`src/rtl/regfile_sb.sv`:
```
// Parametrised register file with busy scoreboard and bulk-clear engine.
// Ports: clk/reset; write port (we, waddr, wdata); issue marking
// (issue, issue_addr); two combinational read ports (raddrN -> rdataN,
// rbusyN); clear handshake (clear_req -> clear_busy, clear_done).
module regfile_sb #(
    parameter int WIDTH    = 16,
    parameter int DEPTH    = 8,
    parameter bit ZERO_REG = 1'b0,
    parameter bit BYPASS   = 1'b1,
    localparam int ADDR_W  = $clog2(DEPTH)
) (
    input  logic              clk,
    input  logic              reset,
    input  logic              we,
    input  logic [ADDR_W-1:0] waddr,
    input  logic [WIDTH-1:0]  wdata,
    input  logic              issue,
    input  logic [ADDR_W-1:0] issue_addr,
    input  logic [ADDR_W-1:0] raddr1,
    input  logic [ADDR_W-1:0] raddr2,
    output logic [WIDTH-1:0]  rdata1,
    output logic [WIDTH-1:0]  rdata2,
    output logic              rbusy1,
    output logic              rbusy2,
    input  logic              clear_req,
    output logic              clear_busy,
    output logic              clear_done
);

    typedef enum logic [1:0] {
        S_IDLE,
        S_CLEAR,
        S_DONE
    } state_t;

    state_t              r_state;
    state_t              w_state_nx;
    logic [ADDR_W:0]     r_cnt;
    logic [ADDR_W:0]     w_cnt_nx;
    logic [WIDTH-1:0]    r_regs [DEPTH];
    logic [DEPTH-1:0]    r_busy;

    logic                w_idle;
    logic                w_wr_ok;
    logic                w_iss_ok;
    logic [ADDR_W-1:0]   w_clr_idx;
    logic [ADDR_W-1:0]   w_raddr [2];
    logic [WIDTH-1:0]    w_rdata [2];
    logic                w_rbusy [2];

    assign w_idle    = (r_state == S_IDLE);
    assign w_clr_idx = r_cnt[ADDR_W-1:0];

    // Writes and issues to reg 0 are discarded when it is hardwired.
    assign w_wr_ok  = we && w_idle
                   && !(ZERO_REG && waddr == '0);
    assign w_iss_ok = issue && w_idle
                   && !(ZERO_REG && issue_addr == '0);

    always_ff @(posedge clk or posedge reset) begin
        if (reset) begin
            r_state <= S_IDLE;
            r_cnt   <= '0;
        end else begin
            r_state <= w_state_nx;
            r_cnt   <= w_cnt_nx;
        end
    end

    always_comb begin
        w_state_nx = r_state;
        w_cnt_nx   = r_cnt;
        clear_busy = 1'b0;
        clear_done = 1'b0;
        unique case (r_state)
            S_IDLE: begin
                if (clear_req) begin
                    w_state_nx = S_CLEAR;
                    w_cnt_nx   = '0;
                end
            end
            S_CLEAR: begin
                clear_busy = 1'b1;
                w_cnt_nx   = r_cnt + 1'b1;
                if (r_cnt == (ADDR_W+1)'(DEPTH - 1)) begin
                    w_state_nx = S_DONE;
                end
            end
            S_DONE: begin
                clear_busy = 1'b1;
                clear_done = 1'b1;
                w_state_nx = S_IDLE;
            end
            default: w_state_nx = S_IDLE;
        endcase
    end

    // Issue is applied after the write so a same-edge pair leaves
    // the register busy: the newly issued op is still outstanding.
    always_ff @(posedge clk or posedge reset) begin
        if (reset) begin
            for (int i = 0; i < DEPTH; i++) begin
                r_regs[i] <= '0;
            end
            r_busy <= '0;
        end else if (r_state == S_CLEAR) begin
            r_regs[w_clr_idx] <= '0;
            r_busy[w_clr_idx] <= 1'b0;
        end else begin
            if (w_wr_ok) begin
                r_regs[waddr] <= wdata;
                r_busy[waddr] <= 1'b0;
            end
            if (w_iss_ok) begin
                r_busy[issue_addr] <= 1'b1;
            end
        end
    end

    assign w_raddr[0] = raddr1;
    assign w_raddr[1] = raddr2;

    always_comb begin
        for (int p = 0; p < 2; p++) begin
            w_rdata[p] = r_regs[w_raddr[p]];
            w_rbusy[p] = r_busy[w_raddr[p]];
            if (ZERO_REG && w_raddr[p] == '0) begin
                w_rdata[p] = '0;
                w_rbusy[p] = 1'b0;
            end else if (BYPASS && w_wr_ok
                         && waddr == w_raddr[p]) begin
                w_rdata[p] = wdata;
                // A same-cycle issue keeps the pre-edge busy view.
                if (!(w_iss_ok && issue_addr == w_raddr[p])) begin
                    w_rbusy[p] = 1'b0;
                end
            end
        end
    end

    assign rdata1 = w_rdata[0];
    assign rdata2 = w_rdata[1];
    assign rbusy1 = w_rbusy[0];
    assign rbusy2 = w_rbusy[1];

endmodule

```
`config.mk`:
```
export PLATFORM = sky130hd
export DESIGN_NAME = regfile_sb
export DESIGN_NICKNAME = d
export VERILOG_FILES = /design/src/rtl/regfile_sb.sv
export SDC_FILE = /design/constraint.sdc
export NUM_CORES = 1
export LEC_CHECK = 0
export BUFFER_PORTS_ARGS = -buffer_cell sky130_fd_sc_hd__buf_2
export CORE_MARGIN = 3
export CORE_UTILIZATION = 45
export CTS_CLUSTER_SIZE = 25
export DETAILED_ROUTE_END_ITERATION = 7
export GPL_ROUTABILITY_DRIVEN = 1
export GPL_TIMING_DRIVEN = 0
export PLACE_DENSITY_LB_ADDON = 0.12
export SYNTH_ARGS = -nofsm -noshare
export SYNTH_HDL_FRONTEND = slang
export SYNTH_SLANG_ARGS = --single-unit
```
`constraint.sdc`:
```
create_clock -name clk -period 4.8 [get_ports clk]
set_input_delay 0 -clock clk [delete_from_list [all_inputs] [get_ports clk]]
set_output_delay 0 -clock clk [all_outputs]
set_load 0.02 [all_outputs]
```
==> results of run 1 <==
## cell type report
| type | count | area, sq um |
|---|---|---|
| Tap cell | 220 | 275 |
| Inverter | 5 | 23.8 |
| Sequential cell | 142 | 3550 |
| Clock buffer | 23 | 498 |
| Fill cell | 1446 | 7840 |
| Timing Repair Buffer | 51 | 308 |
| Buffer | 68 | 358 |
| Clock inverter | 6 | 60.1 |
| Multi-Input combinational cell | 381 | 4020 |
## cell families (layout without fill, tap and decap cells)
logic type | after synthesis | after routing
buffers and inverters | 73 | 153
AO/OA/AOI/OAI | 185 | 185
adder cells (fa/ha/maj) | 5 | 5
multiplexers | 103 | 103
XOR/XNOR | 12 | 12
AND/OR/NAND/NOR | 76 | 76
flip-flops | 142 | 142
## sequential cells by signal, indices dropped and copies added, names as in the netlist
name	cells
r_regs	128
r_state	2
r_busy	8
r_cnt	4
## cell usage after synthesis, drive strengths merged, types with 2 or more instances
cell type,n,area share [%]
buf,46,3.5
nor3b,2,0.19
o21ai,3,0.19
ha,5,0.79
a21oi,35,2.4
inv,5,0.24
a31oi,4,1.1
xor2,6,0.66
nand2,7,0.33
nor3,4,0.54
nand2b,3,0.24
xnor2,6,0.66
mux4,68,19
nor2b,3,0.24
nor2,45,2.5
o21a,2,0.19
nand4,3,0.24
a22o,136,15
nand3,2,0.13
nand4b,2,0.41
mux2i,35,4.4
dfrtp,142,45
clkbuf,22,1.0
nor4,2,0.16
## routing by layer
metal / share of wire (%) / GRT usage, % / vias up
met5: 0 / 0 / -
met4: 3.9 / 11.2 / 0
met3: 7.5 / 5.72 / 71
met2: 48 / 43.0 / 305
met1: 41 / 35.5 / 3152
li1: - / - / 2493
## per-stage QoR
stage / TNS (ns) / instance area [sq um] / setup slack (ns)
2_1_floorplan: 0 / 7950 / 0.990
3_3_place_gp: -84.35 / 8440 / -0.605
3_5_place_dp: 0 / 8480 / 2.30
4_1_cts: 0 / 9090 / 1.82
5_1_grt: 0 / 9090 / 1.67
6_report: 0 / 9090 / 1.77
## power by group through the flow
stage | Clock [mW] | Sequential [mW] | Combinational, mW
after floorplan | 0 | 1.87 | 1.45
after CTS | 1.29 | 1.97 | 1.90
after global routing | 1.34 | 2.04 | 2.04
after detailed placement | 0 | 1.98 | 1.88
final | 1.28 | 1.99 | 1.90
after global placement | 0 | 1.95 | 1.84
## final timing paths
path / end / cells past startpoint
setup / recovery: rdata2[15] / 7
hold / removal: r_busy[5]$_DFF_PP0_ / 3
max in group asynchronous: r_regs[101]$_DFFE_PP0P_ / 4
min in group asynchronous: r_state[0]$_DFFE_PP0P_ / 3
hold reg to reg: r_regs[55]$_DFFE_PP0P_ / 1
setup reg to reg: r_busy[6]$_DFF_PP0_ / 9
## timing repair
action,in CTS,in global routing
buffers inserted,0,0
hold buffers,6,0
hold endpoints to repair,87,0
## worst max-delay path: stages (launching register included)
cell	delay, ns
dfrtp_1	0.38
inv_1	0.12
ha_1	0.37
and2_1	0.22
nand4_1	0.34
clkbuf_1	0.51
a21oi_1	0.43
buf_2	0.23
==> metrics.txt, run 1 <==
async set or reset register ratio after synthesis 100%; die span in y 139 um; # placed instances 861; GRT Overall Usage 26.8%; Longest Clk Path Bufs 2; post-DR wirelength/cell 28.5 um; Cells after Synth 596; Final Hold Vio Count 0; largest net degree at the start of global routing 85; Highest Clock Rate 0.330 GHz; status finished, final reports clean; DRC 0; Die ar. 0.0193 sq mm; share of cells above drive strength 1 29.4%; number of enable flip-flop cells after synthesis 0; Netlist cell types 41; first-pass GRT wire length 38900 um; min cycle time layout 3.03 ns; Core Region 0.0169 sq mm; Worst Path Arrival 3.03 ns; startpoint of the worst hold path issue_addr[1]; worst relative slew slack 18.9%; Die W 139 um; RSZ-0062 raised after global routing no; main combinational cell family by area after synthesis multiplexers; Starting Density 46.9%; yosys warns 0; most frequent cells in the layout dfrtp_1 (142), a22o_1 (136), buf_2 (69); mux contribution to synthesized area 23.7%; Worst-path clk slew 0.06 ns; critical path launch point type flop; Gates resized, CTS repair 0; H-tree depth 4; FF-to-FF Start r_state[1]$_DFFE_PP0P_; Adder-Cell Fraction of Synth Area 0.787%; worst vdd ir 279 uV; pwr dens 568 mW/mm^2; Root Buffer clkbuf_16; wirelength, routed 25600 um; clock sinks 142; final setup violating endpoints 0; Via density 6.72; P&R area growth vs syn 14.4%; Internal 3.37 mW; Mapped Avg Cell Area 13.3 sq um; Hold Path Class input pin to flop; r2r setup slk 2.15 ns; DR vias 6021; ANT cells 0; XOR/XNOR Fraction of Synth Area 1.32%; Final ANT Viol Nets 0; measured slew at the worst slew-check pin 1.22 ns; worst hold margin 0.0332 ns; Reg power frac 38.5%; Compound-Gate Fraction of Synth Area 19.5%; CTS Buf Count 17; CTS tree done; Slew Viols, Final 0; sequential-to-total area share from yosys stat 44.7%; commonest non-fill, non-tap cell in the layout dfrtp_1; initial DRC count 518; Static Leakage 4.17 nW; max_cap viols 0; Design Power 5.17 mW; critical path fanouts, max 10; antenna violations before repair 0; worst path required time 4.80 ns; Routability Congestion 0.850; number of synthesized register bits 142; Final Cycle Share 63.2%; Net Sw Frac 34.7%; GR Overflow Total 0; PortBufs 44; first-pass iteration count of the detailed router 5; combinational power share 36.7%; Clk pwr share 24.8%; Mapped Area 0.00795 sq mm; utilization after layout 53.7%; Syn Nets 634; Main synth FF type dfrtp_1; Critical Path Sink Type primary output; Crit. Startpoint r_state[1]$_DFFE_PP0P_; Worst-Skew Late Latency 0.43 ns; DPL Wire Length 16200 um; Core Rows 47; critical setup path kind flop to primary output; vias in the first global route 6405; NumNets Final 704; simple-gate share of the synthesized area 5.31%; Final Skew 0.0104 ns; fin cells 896; Switching Power 1.79 mW; top-level I/O count 69
(Power assumes the default switching activity.)
==> inputs of run 2 (changes only) <==
==> constraint.sdc (replaced) <==
create_clock -name clk -period 2.85 [get_ports clk]
set_input_delay 0 -clock clk [delete_from_list [all_inputs] [get_ports clk]]
set_output_delay 0 -clock clk [all_outputs]
set_load 0.02 [all_outputs]
==> metrics.txt, run 2 (synthesis gave the netlist of run 1 again) <==
most frequent cells in the layout dfrtp_1 (142), a22o_1 (136), buf_2 (70); Crit. Startpoint r_state[0]$_DFFE_PP0P_; Hold Path Class input pin to flop; Static Leakage 4.24 nW (+1.5%); Worst-path clk slew 0.06 ns (about the same); Die W 139 um (unchanged); R2R cell count 10 (+1); measured slew at the worst slew-check pin 1.23 ns (+0.0148 ns); Highest Clock Rate 0.369 GHz; Critical Path Sink Type primary output; Core Region 0.0169 sq mm (unchanged); critical path fanouts, max 10 (unchanged); FF-to-FF Start r_state[1]$_DFFE_PP0P_; CTS Buf Count 17 (unchanged); DPL Wire Length 16500 um (+1.4%); CTS tree done; Reg with most FFs r_regs; Die ar. 0.0193 sq mm (unchanged); worst vdd ir 506 uV (+82%); Final Skew 0.00659 ns (-0.00379 ns); NumNets Final 706 (+0.28%); post-CTS setup buffers 0 (unchanged); Setup TNS 0 ns (unchanged); Starting Density 46.9% (unchanged); share of cells above drive strength 1 31.0% (+1.5 points); post-DR wirelength/cell 28.8 um (+0.88%); Slew Viols, Final 0 (unchanged); worst relative slew slack 17.9% (-0.99 points); Largest regs r_regs (128), r_busy (8), r_cnt (4); Final Hold Vio Count 0 (unchanged); Final Cycle Share 95.0%; min cycle time layout 2.71 ns; GRT Overall Usage 27.5% (+0.69 points); initial DRC count 580 (+12%); PortBufs 44 (unchanged); status finished, final reports clean; H-tree depth 4 (unchanged); Final ANT Viol Nets 0 (unchanged); RSZ-0062 raised after global routing no; startpoint of the worst hold path issue_addr[1]; Longest Clk Path Bufs 2 (unchanged); Worst Path Arrival 2.71 ns (-0.32 ns); hold depth 3 (unchanged); clock sinks 142 (unchanged); Root Buffer clkbuf_16; final setup violating endpoints 0 (unchanged); first-pass iteration count of the detailed router 5 (unchanged); die span in y 139 um (unchanged); DR vias 6163 (+2.4%); max reg flops 128 (unchanged); GR Overflow Total 0 (unchanged); r2r setup slk 0.25 ns (-1.90 ns); top-level I/O count 69 (unchanged); worst path required time 2.85 ns (-1.95 ns); DRC 0 (unchanged); critical path launch point type flop; worst hold margin 0.0457 ns (+0.0125 ns); vias in the first global route 6412 (+0.11%); footprint of the multi-input gates 0.00402 sq mm (about the same); pwr dens 985 mW/mm^2 (+73%); largest net degree at the start of global routing 42 (-51%); Via density 6.84 (+1.8%); commonest non-fill, non-tap cell in the layout dfrtp_1; ANT cells 0 (unchanged); wirelength, routed 25900 um (+1.4%); Worst-Skew Late Latency 0.43 ns (about the same); critical setup path kind flop to primary output; WHS Endpoint r_busy[4]$_DFF_PP0_; antenna violations before repair 1 (+1); Core Rows 47 (unchanged); register area 0.00355 sq mm (unchanged); fill count 1417 (-2.0%); Routability Congestion 0.834 (-1.8%); max_cap viols 0 (unchanged); first-pass GRT wire length 40000 um (+2.7%); RR Endpoint r_busy[6]$_DFF_PP0_; P&R area growth vs syn 16.3%
-- run 2: metrics by stage --
| stage | std cells | util [%] | power [mW] | worst slack (ns) | area, sq um |
|---|---|---|---|---|---|
| detailed placement | 863 | 50.2 | 6.52 | 0.391 | 8510 |
| CTS | 901 | 54.5 | 9.09 | 0.00804 | 9240 |
| global placement | 860 | 49.9 | 6.38 | 0.152 | 8450 |
| floorplan | 596 | - | 5.60 | 0.999 | 7950 |
| finish | 901 | 54.6 | 9.11 | 0.142 | 9240 |
| global route | 901 | 54.6 | 9.54 | 0.0422 | 9240 |
-- run 2: critical path, stage by stage, from the launching register on --
cell and delay (ns):
dfrtp_1 0.38, inv_1 0.12, ha_2 0.32, and2_1 0.20, nand4_1 0.31, clkbuf_2 0.40, a21oi_1 0.31, buf_2 0.22
-- run 2: per-layer routing --
metal / up-vias / wire [um] / track usage (%) / part of all wire, %
met2: 335 / 12500 / 42.8 / 48
met5: - / 9 / 0 / 0.035
met3: 66 / 1960 / 6.10 / 7.6
li1: 2495 / - / - / -
met4: 2 / 935 / 11.3 / 3.6
met1: 3265 / 10500 / 37.6 / 41
-- run 2: how the worst max path moves through the flow --
stage                     slack (ns)                      end  depth (start not counted)
final                           0.14               rdata1[15]                          7
after global routing            0.04               rdata1[15]                          7
after CTS                      0.008               rdata2[11]                          7
after detailed placement        0.39               rdata1[15]                          7
after global placement          0.15   r_regs[40]$_DFFE_PP0P_                          2
after floorplan                  1.0  r_regs[114]$_DFFE_PP0P_                          9
-- run 2: cell type report --
cell class,instances,area share (%)
Multi-Input combinational cell,381,43.5
Sequential cell,142,38.5
Clock buffer,20,4.94
Buffer,68,3.95
Timing Repair Buffer,53,3.68
Tap cell,220,2.98
Clock inverter,12,2.25
Inverter,5,0.244
-- run 2: power breakdown --
part,total [mW],switching [mW],internal (mW)
Combinational,3.23,1.60,1.63
Clock,2.53,0.924,1.61
Sequential,3.35,0.582,2.76
Total,9.11,3.11,6.00
-- run 2: what timing repair did --
| action | in CTS | in global routing |
|---|---|---|
| gates resized for setup | 3 | 9 |
| endpoints found under the hold margin | 25 | 0 |
| hold buffers | 6 | 0 |
| setup endpoints to repair | 3 | 31 |
